==> src/rtl/quiz_arbiter_n.sv <==
// N-player quiz responder: first-press arbitration, BCD answer countdown, foul lockout.
// Latency: 3 cycles from an input pin change to state/outputs (2 sync + 1 edge register).
// No backpressure: keys and Start are level inputs, outputs are registered levels and pulses.
module quiz_arbiter_n #(
    parameter int N_PLAYERS   = 4,
    parameter int TICK_CYCLES = 50_000_000,
    parameter int ANSWER_TIME = 30,
    parameter int ID_W        = 4
) (
    input  logic                 CLK,
    input  logic                 RSTn,
    input  logic                 Start,
    input  logic [N_PLAYERS-1:0] Key_In,
    output logic [N_PLAYERS-1:0] Winner_OneHot,
    output logic [ID_W-1:0]      Winner_Id,
    output logic [N_PLAYERS-1:0] Foul_OneHot,
    output logic                 Foul_Flag,
    output logic [3:0]           TimerH,
    output logic [3:0]           TimerL,
    output logic                 Time_Over,
    output logic                 Buzzer_Answer,
    output logic                 Buzzer_TimeOver,
    output logic [1:0]           State_Out
);

    localparam int              PW        = $clog2(TICK_CYCLES);
    localparam logic [PW-1:0]   PRESC_MAX = PW'(TICK_CYCLES - 1);
    localparam logic [3:0]      INIT_H    = 4'(ANSWER_TIME / 10);
    localparam logic [3:0]      INIT_L    = 4'(ANSWER_TIME % 10);

    typedef enum logic [1:0] {
        S_IDLE    = 2'b00,
        S_ARMED   = 2'b01,
        S_ANSWER  = 2'b10,
        S_TIMEOUT = 2'b11
    } state_t;

    // synchroniser chains; stage 3 is the previous-value register for edge detection
    logic [N_PLAYERS-1:0] key_s1_q, key_s2_q, key_s3_q;
    logic                 start_s1_q, start_s2_q, start_s3_q;

    state_t               state_q, state_d;
    logic [N_PLAYERS-1:0] win_oh_q, win_oh_d;
    logic [ID_W-1:0]      win_id_q, win_id_d;
    logic [N_PLAYERS-1:0] foul_q, foul_d;
    logic [3:0]           tmr_h_q, tmr_h_d;
    logic [3:0]           tmr_l_q, tmr_l_d;
    logic                 time_over_q, time_over_d;
    logic                 buz_ans_q, buz_ans_d;
    logic                 buz_to_q, buz_to_d;
    logic [PW-1:0]        presc_q, presc_d;

    logic [N_PLAYERS-1:0] press, valid, low_oh;
    logic [ID_W-1:0]      low_id;
    logic                 start_rise, start_fall;
    logic [3:0]           dec_h, dec_l;

    // Keys idle high (active-low), Start idles low; async inputs sampled through 2 flops
    always_ff @(posedge CLK or negedge RSTn) begin
        if (!RSTn) begin
            key_s1_q   <= '1;
            key_s2_q   <= '1;
            key_s3_q   <= '1;
            start_s1_q <= 1'b0;
            start_s2_q <= 1'b0;
            start_s3_q <= 1'b0;
        end else begin
            key_s1_q   <= Key_In;
            key_s2_q   <= key_s1_q;
            key_s3_q   <= key_s2_q;
            start_s1_q <= Start;
            start_s2_q <= start_s1_q;
            start_s3_q <= start_s2_q;
        end
    end

    // Edge detection, lockout filtering, lowest-index priority and BCD borrow
    always_comb begin
        press      = key_s3_q & ~key_s2_q;
        start_rise = start_s2_q & ~start_s3_q;
        start_fall = start_s3_q & ~start_s2_q;
        valid      = press & ~foul_q;
        low_oh     = valid & (~valid + N_PLAYERS'(1));
        low_id     = '0;
        for (int i = N_PLAYERS - 1; i >= 0; i--) begin
            if (valid[i]) low_id = ID_W'(i + 1);
        end
        if (tmr_l_q == 4'd0) begin
            dec_l = 4'd9;
            dec_h = tmr_h_q - 4'd1;
        end else begin
            dec_l = tmr_l_q - 4'd1;
            dec_h = tmr_h_q;
        end
    end

    // Round FSM: next state and all registered outputs
    always_comb begin
        state_d     = state_q;
        win_oh_d    = win_oh_q;
        win_id_d    = win_id_q;
        foul_d      = foul_q;
        tmr_h_d     = tmr_h_q;
        tmr_l_d     = tmr_l_q;
        time_over_d = time_over_q;
        buz_ans_d   = 1'b0;
        buz_to_d    = 1'b0;
        presc_d     = presc_q;

        if (state_q != S_IDLE && start_fall) begin
            // round closed: discard everything, including any same-cycle press or tick
            state_d     = S_IDLE;
            win_oh_d    = '0;
            win_id_d    = '0;
            foul_d      = '0;
            time_over_d = 1'b0;
            presc_d     = '0;
            tmr_h_d     = INIT_H;
            tmr_l_d     = INIT_L;
        end else begin
            case (state_q)
                S_IDLE: begin
                    foul_d = foul_q | press;
                    if (start_rise) state_d = S_ARMED;
                end
                S_ARMED: begin
                    if (|valid) begin
                        state_d   = S_ANSWER;
                        win_oh_d  = low_oh;
                        win_id_d  = low_id;
                        buz_ans_d = 1'b1;
                        presc_d   = '0;
                    end
                end
                S_ANSWER: begin
                    if (presc_q == PRESC_MAX) begin
                        presc_d = '0;
                        tmr_h_d = dec_h;
                        tmr_l_d = dec_l;
                        if (dec_h == 4'd0 && dec_l == 4'd0) begin
                            state_d     = S_TIMEOUT;
                            time_over_d = 1'b1;
                            buz_to_d    = 1'b1;
                        end
                    end else begin
                        presc_d = presc_q + PW'(1);
                    end
                end
                default: ;
            endcase
        end
    end

    // State and output registers; reset abandons any round silently
    always_ff @(posedge CLK or negedge RSTn) begin
        if (!RSTn) begin
            state_q     <= S_IDLE;
            win_oh_q    <= '0;
            win_id_q    <= '0;
            foul_q      <= '0;
            tmr_h_q     <= INIT_H;
            tmr_l_q     <= INIT_L;
            time_over_q <= 1'b0;
            buz_ans_q   <= 1'b0;
            buz_to_q    <= 1'b0;
            presc_q     <= '0;
        end else begin
            state_q     <= state_d;
            win_oh_q    <= win_oh_d;
            win_id_q    <= win_id_d;
            foul_q      <= foul_d;
            tmr_h_q     <= tmr_h_d;
            tmr_l_q     <= tmr_l_d;
            time_over_q <= time_over_d;
            buz_ans_q   <= buz_ans_d;
            buz_to_q    <= buz_to_d;
            presc_q     <= presc_d;
        end
    end

    assign Winner_OneHot   = win_oh_q;
    assign Winner_Id       = win_id_q;
    assign Foul_OneHot     = foul_q;
    assign Foul_Flag       = |foul_q;
    assign TimerH          = tmr_h_q;
    assign TimerL          = tmr_l_q;
    assign Time_Over       = time_over_q;
    assign Buzzer_Answer   = buz_ans_q;
    assign Buzzer_TimeOver = buz_to_q;
    assign State_Out       = state_q;

endmodule

==> config.mk <==
export PLATFORM = sky130hd
export DESIGN_NAME = quiz_arbiter_n
export DESIGN_NICKNAME = d
export VERILOG_FILES = /design/src/rtl/quiz_arbiter_n.sv
export SDC_FILE = /design/constraint.sdc
export NUM_CORES = 1
export LEC_CHECK = 0
export ABC_AREA = 1
export CORE_AREA = 2 2 81 83
export CTS_CLUSTER_SIZE = 12
export DETAILED_ROUTE_END_ITERATION = 16
export DIE_AREA = 0 0 83 85
export HOLD_SLACK_MARGIN = 0.1
export PLACE_DENSITY = 0.82
export SLEW_MARGIN = 15
export SYNTH_ARGS = -nofsm -noshare
export SYNTH_HDL_FRONTEND = slang
export SYNTH_SLANG_ARGS = --single-unit
==> constraint.sdc <==
create_clock -name CLK -period 3.85 [get_ports CLK]
set_input_delay 0.77 -clock CLK [delete_from_list [all_inputs] [get_ports CLK]]
set_output_delay 0.77 -clock CLK [all_outputs]
set_load 0.02 [all_outputs]
# Yosys cells after proc, flatten, opt, wreduce, memory -nomap -nowiden
# Index checks and enable logic that the tools add are counted.
[op_classes]
add_sub_neg = 4
multipliers = 0
div_mod_pow = 0
n_lt_le_gt_ge = 0
n_eq_ne = 7
shift = 0
mux = 41
bitwise_logic = 11
n_reduce_logical = 22
[ops]
columns = ["operator", "n"]
rows = [
  ["26-bit 2-to-1 mux", 3],
  ["4-bit 2-to-1 mux", 19],
  ["26-bit one-hot mux with 2 select lines", 1],
  ["26-bit by 1-bit adder with 26-bit output (second input constant)", 1],
  ["26-bit equality test (second input constant)", 1],
  ["2-bit nonzero test", 7],
  ["4-bit AND", 3],
  ["4-bit logical NOT", 3],
  ["3-bit != test (second input constant)", 4],
  ["4-bit NOT", 3],
  ["1-bit 2-to-1 mux", 11],
  ["2-bit 2-to-1 mux", 5],
  ["4-bit OR reduction", 2],
  ["4-bit by 1-bit subtractor with 4-bit output (second input constant)", 2],
  ["2-bit one-hot mux with 3 select lines", 1],
  ["2-bit AND reduction", 3],
  ["5-bit AND reduction", 1],
  ["4-bit by 1-bit adder with 4-bit output (second input constant)", 1],
  ["4-bit bitwise OR", 1],
  ["4-bit nonzero test", 1],
  ["3-bit 2-to-1 mux", 1],
  ["3-bit AND reduction", 1],
  ["3-bit nonzero test", 1],
  ["1-bit AND", 2],
  ["other kinds (5)", 7],
]
[word_totals]
ff_bits = 66
latchBits = 0
ram_bits = 0
romBits = 0
elab_cells = 101
memories = 0

# Logic depth before layout (Yosys ltp)
[logic_depth]
ltp_word = 10
ltp_mapped = 11
depth_no_buf = 11

# Least setup slack after synthesis
# No wires, ideal clock.
[synth_path]
kind = "register to register"
from = "register state_q[0] (netlist: State_Out[0])"
to = "register presc_q[15]"
setup_ns = 0.066
arrival_ns = 1.713
required_ns = 3.784
path_slack_ns = 2.071
stages_incl_launch_ff = 11
n_path_buf = 1
cell_sequence = "dfrtp_1 inv_1 ha_1 inv_2 nand3_4 inv_6 o21ai_1 nand2_2 buf_2 nand4_1 nand2_1"
[synth_via]
elab_chain_cells = 4
elab_cells_between_ends = 9
cone_classes = "eq/ne: 3; mux: 2; reduce/logical: 4"
[synth_rtl]
columns = ["element", "line", "rtl"]
rows = [
  ["start: declaration", "42", "state_t state_q, state_d;"],
  ["start signal: assignment", "168", "state_q <= state_d;"],
  ["2-bit nonzero test", "110", "if (state_q != S_IDLE && start_fall) begin"],
  ["1-bit logical AND", "110", ""],
  ["3-bit != test (no source line) / 3-bit nonzero test (equally long branches)", "-", ""],
  ["2-bit AND reduction (no source line)", "-", ""],
  ["end signal: assignment", "177", "presc_q <= presc_d;"],
  ["end: declaration", "51", "logic [PW-1:0] presc_q, presc_d;"],
]
# Parallel ways exist; a longest one is shown, timed or not.
# A chain may end at the register's enable or synchronous reset.

# Worst setup path after layout
[layout_path]
from = "register state_q[0] (netlist: State_Out[0])"
to = "register presc_q[6]"
# Same word-level chain as after synthesis.

==> impl_metrics.yaml <==
clock_tree:
  cts_tree: "yes"
  insertion_delay_ns: 0.36
  cts-htree-levels: 3
  cts-root-buf: "clkbuf_8"
  clk_path_buf_depth: 2
  post-cts-setup-buffer-count: 0
  cts_resized: 0
  postCtsHoldBufs: 0
  clock_sinks: 65
  cts.clk_slew.worst_paths_ns: 0.08
  numCtsBuffers: 9
yosys:
  synthSimpleGateAreaFrac: 0.379
  synthAdderAreaFrac: 0.0170
  synth_compound_area_frac: 0.0546
  avgSynthCellArea_um2: 7.42
  syn_area_um2: 3690
  synth_mux_area_frac: 0
  ys_seq_elements: 65
  synthesis.nets: 509
  synth_top_family_by_area: "simple AND/OR/NAND/NOR gates"
  ys_types: 37
  yosysWarningCount: 0
  ys_seq_area_frac: 0.446
  synth-xor-area-share: 0.0214
  synth.area.top_cells: "dfrtp_1, nand2_1, dfstp_2, nor2_1, nand3_1"
  synth_top_area_frac: 0.346
  synth_top_cell_by_area: "dfrtp_1"
  syn_inst: 497
timing:
  max_freq_mhz: 375
  fin_setup_tns_ns: 0
  post-route-period-util: 0.692
  period_needed_ns: 2.67
  slew_headroom: 0.409
  setup_slack_ns: 1.18
  worst_pin_slew_ns: 0.886
  rsz0062_at_grt: "no"
  hold_viol_final: 0
  setup_viol: 0
  fin_worst_skew_ns: 0.0102
  slew_violations: 0
pwr:
  peakVddDrop_mv: 0.497
  leakagePower_nw: 1.98
  power_switching_mw: 0.947
  p_int_mw: 1.38
  swShare: 0.407
  p_comb_frac: 0.369
  pwr-share-clk: 0.265
  p_seq_frac: 0.365
  p_per_area_nw_per_um2: 546
placed_design:
  post-dp-hpwl_um: 6230
  gp_congestion: 0.990
  port_buffers: 31
  pre_cts_slack_ns: 1.24
routing:
  via_per_inst: 5.46
  num_vias: 3350
  antenna_left: 0
  drt-pass1-iter-count: 5
  wirelength_um: 8330
  drc: 0
  drtIter0Drc: 276
  wl_per_cell_um: 13.6
grt:
  grt_overflow: 0
  use_met2: 0.391
  grt_pass1_wl_um: 14100
  grt_use_met1: 0.335
  grtUsageTotal: 0.251
  antenna_found_initial: 0
  grt_util_met3: 0.0564
  grt_max_degree: 42
  grt_pass1_vias: 3107
  busiest_layer: "met2"
layout:
  fill_cells: 521
  drive_gt1_frac: 0.132
  area_delta_synth_final_pct: 15.5
  fin_nets: 544
  multiInputGateArea_um2: 1750
  register_area_um2: 1640
  diodes: 0
die:
  die_height_um: 85
  start_util: 0.595
  boundaryPins: 33
  die_w_um: 83
  num_rows: 29
  core_um2: 6200
  die-area_um2: 7060
setup_path:
  start_kind: "flop"
  critical_path.most_common_cell: "nand2_1"
  crit_path_max_incr_delay_ns: 0.46
  ff2ff_setup_slack_ns: 1.18
  critical_path_class: "reg2reg"
  path_cells: "inv_1, ha_1, clkinv_1, nand3_1, nand2_1, nor2_1, nand2_1, a21oi_1"
  path_max_fanout: 23
  worst_ep_arrival_time_ns: 2.95
  slowest_stage: "nand2_1"
  required_ns: 4.13
  cp-startpoint: "State_Out[0]"
  reg2reg_from: "State_Out[0]"
  crit_path_end_kind: "flop"
job:
  maxCapViolCount: 0
hold_path:
  hold_path_class: "reg2reg"
  hold_start: "key_s1_q[1]"
run_status:
  status: "completed"
worst max-delay path: cells and delay by family (launching register included):
kind,cells,cell delay (ns)
AO/OA/AOI/OAI,1,0.13
adder cells (fa/ha/maj),1,0.42
buffers and inverters,2,0.54
flip-flops,1,0.42
AND/OR/NAND/NOR,4,1.07
power groups by stage:
stage	Clock, mW	Sequential (mW)	Combinational (mW)
floorplan	0	0.943	0.495
global placement	0	0.855	0.828
detailed placement	0	0.862	0.853
CTS	0.629	0.850	0.859
global route	0.658	0.862	0.939
finish	0.617	0.850	0.859
stage by stage:
| stage | instance area [um2] | std cells | total power, mW | utilization | hold WS [ns] |
|---|---|---|---|---|---|
| after detailed placement | 4050 | 598 | 1.71 | 0.653 | 0.347 |
| after floorplan | 3690 | 497 | 1.44 | - | 0.331 |
| after global routing | 4260 | 614 | 2.46 | 0.687 | 0.364 |
| final | 4260 | 614 | 2.33 | 0.687 | 0.355 |
| after global placement | 4050 | 598 | 1.68 | 0.653 | 0.333 |
| after CTS | 4260 | 614 | 2.34 | 0.687 | 0.360 |
final timing paths:
| check | depth (start not counted) | end |
|---|---|---|
| min | 0 | key_s2_q[1] |
| max reg2reg | 8 | presc_q[6] |
| max in group asynchronous | 2 | presc_q[22] |
| min reg2reg | 0 | key_s2_q[1] |
| max | 8 | presc_q[6] |
| min in group asynchronous | 1 | TimerH[3] |
Yosys cell counts, drive strengths merged:
library cell,count
xor2,7
clkinv,2
nand2,155
a21oi,7
nor3,6
xnor2,2
dfstp,14
nand3,45
or2,1
conb,1
nor3b,2
ha,5
o21bai,3
inv,62
nand3b,3
nor2,74
dfrtp,51
clkbuf,1
o21ai,28
buf,8
and3,2
nand4,18
area by class of cell:
cell class                      count  share of cell area
Clock buffer                        9              0.0291
Clock inverter                      7              0.0197
Inverter                           64              0.0576
Multi-Input combinational cell    359               0.410
Sequential cell                    65               0.386
Tap cell                           77              0.0226
Timing Repair Buffer               33              0.0752
cells by family after synthesis:
kind of cell | Yosys count
flip-flops | 65
other | 1
buffers and inverters | 73
AND/OR/NAND/NOR | 306
AO/OA/AOI/OAI | 38
adder cells (fa/ha/maj) | 5
XOR/XNOR | 9
routing by layer:
layer  routed length, um  vias up
li1                    -     1652
met1                3820     1542
met3                 543       22
met2                3730      134
met4                 236        0
met5                   0        -
flip-flops by register name (all words and copies together) (netlist names):
name and flops:
Time_Over 1, Winner_Id 3, key_s2_q 4, State_Out 2
key_s3_q 4, presc_q 26, TimerH 4, Foul_OneHot 4
start_s3_q 1, start_s1_q 1, Buzzer_Answer 1, start_s2_q 1
Winner_OneHot 4, TimerL 4, key_s1_q 4, Buzzer_TimeOver 1
cell usage in the layout, fill, tap and decap left out, drive strengths merged:
cell type,instances
a21oi,7
and3,2
buf,3
bufinv,1
clkbuf,9
clkdlybuf4s50,30
clkinv,2
clkinvlp,1
conb,1
dfrtp,51
dfstp,14
ha,5
inv,67
nand2,155
nand3,45
nand3b,3
nand4,18
nor2,74
nor3,6
nor3b,2
o21ai,28
o21bai,3
or2,1
xnor2,2
xor2,7
Note: power is estimated with default switching activity, not from simulation.
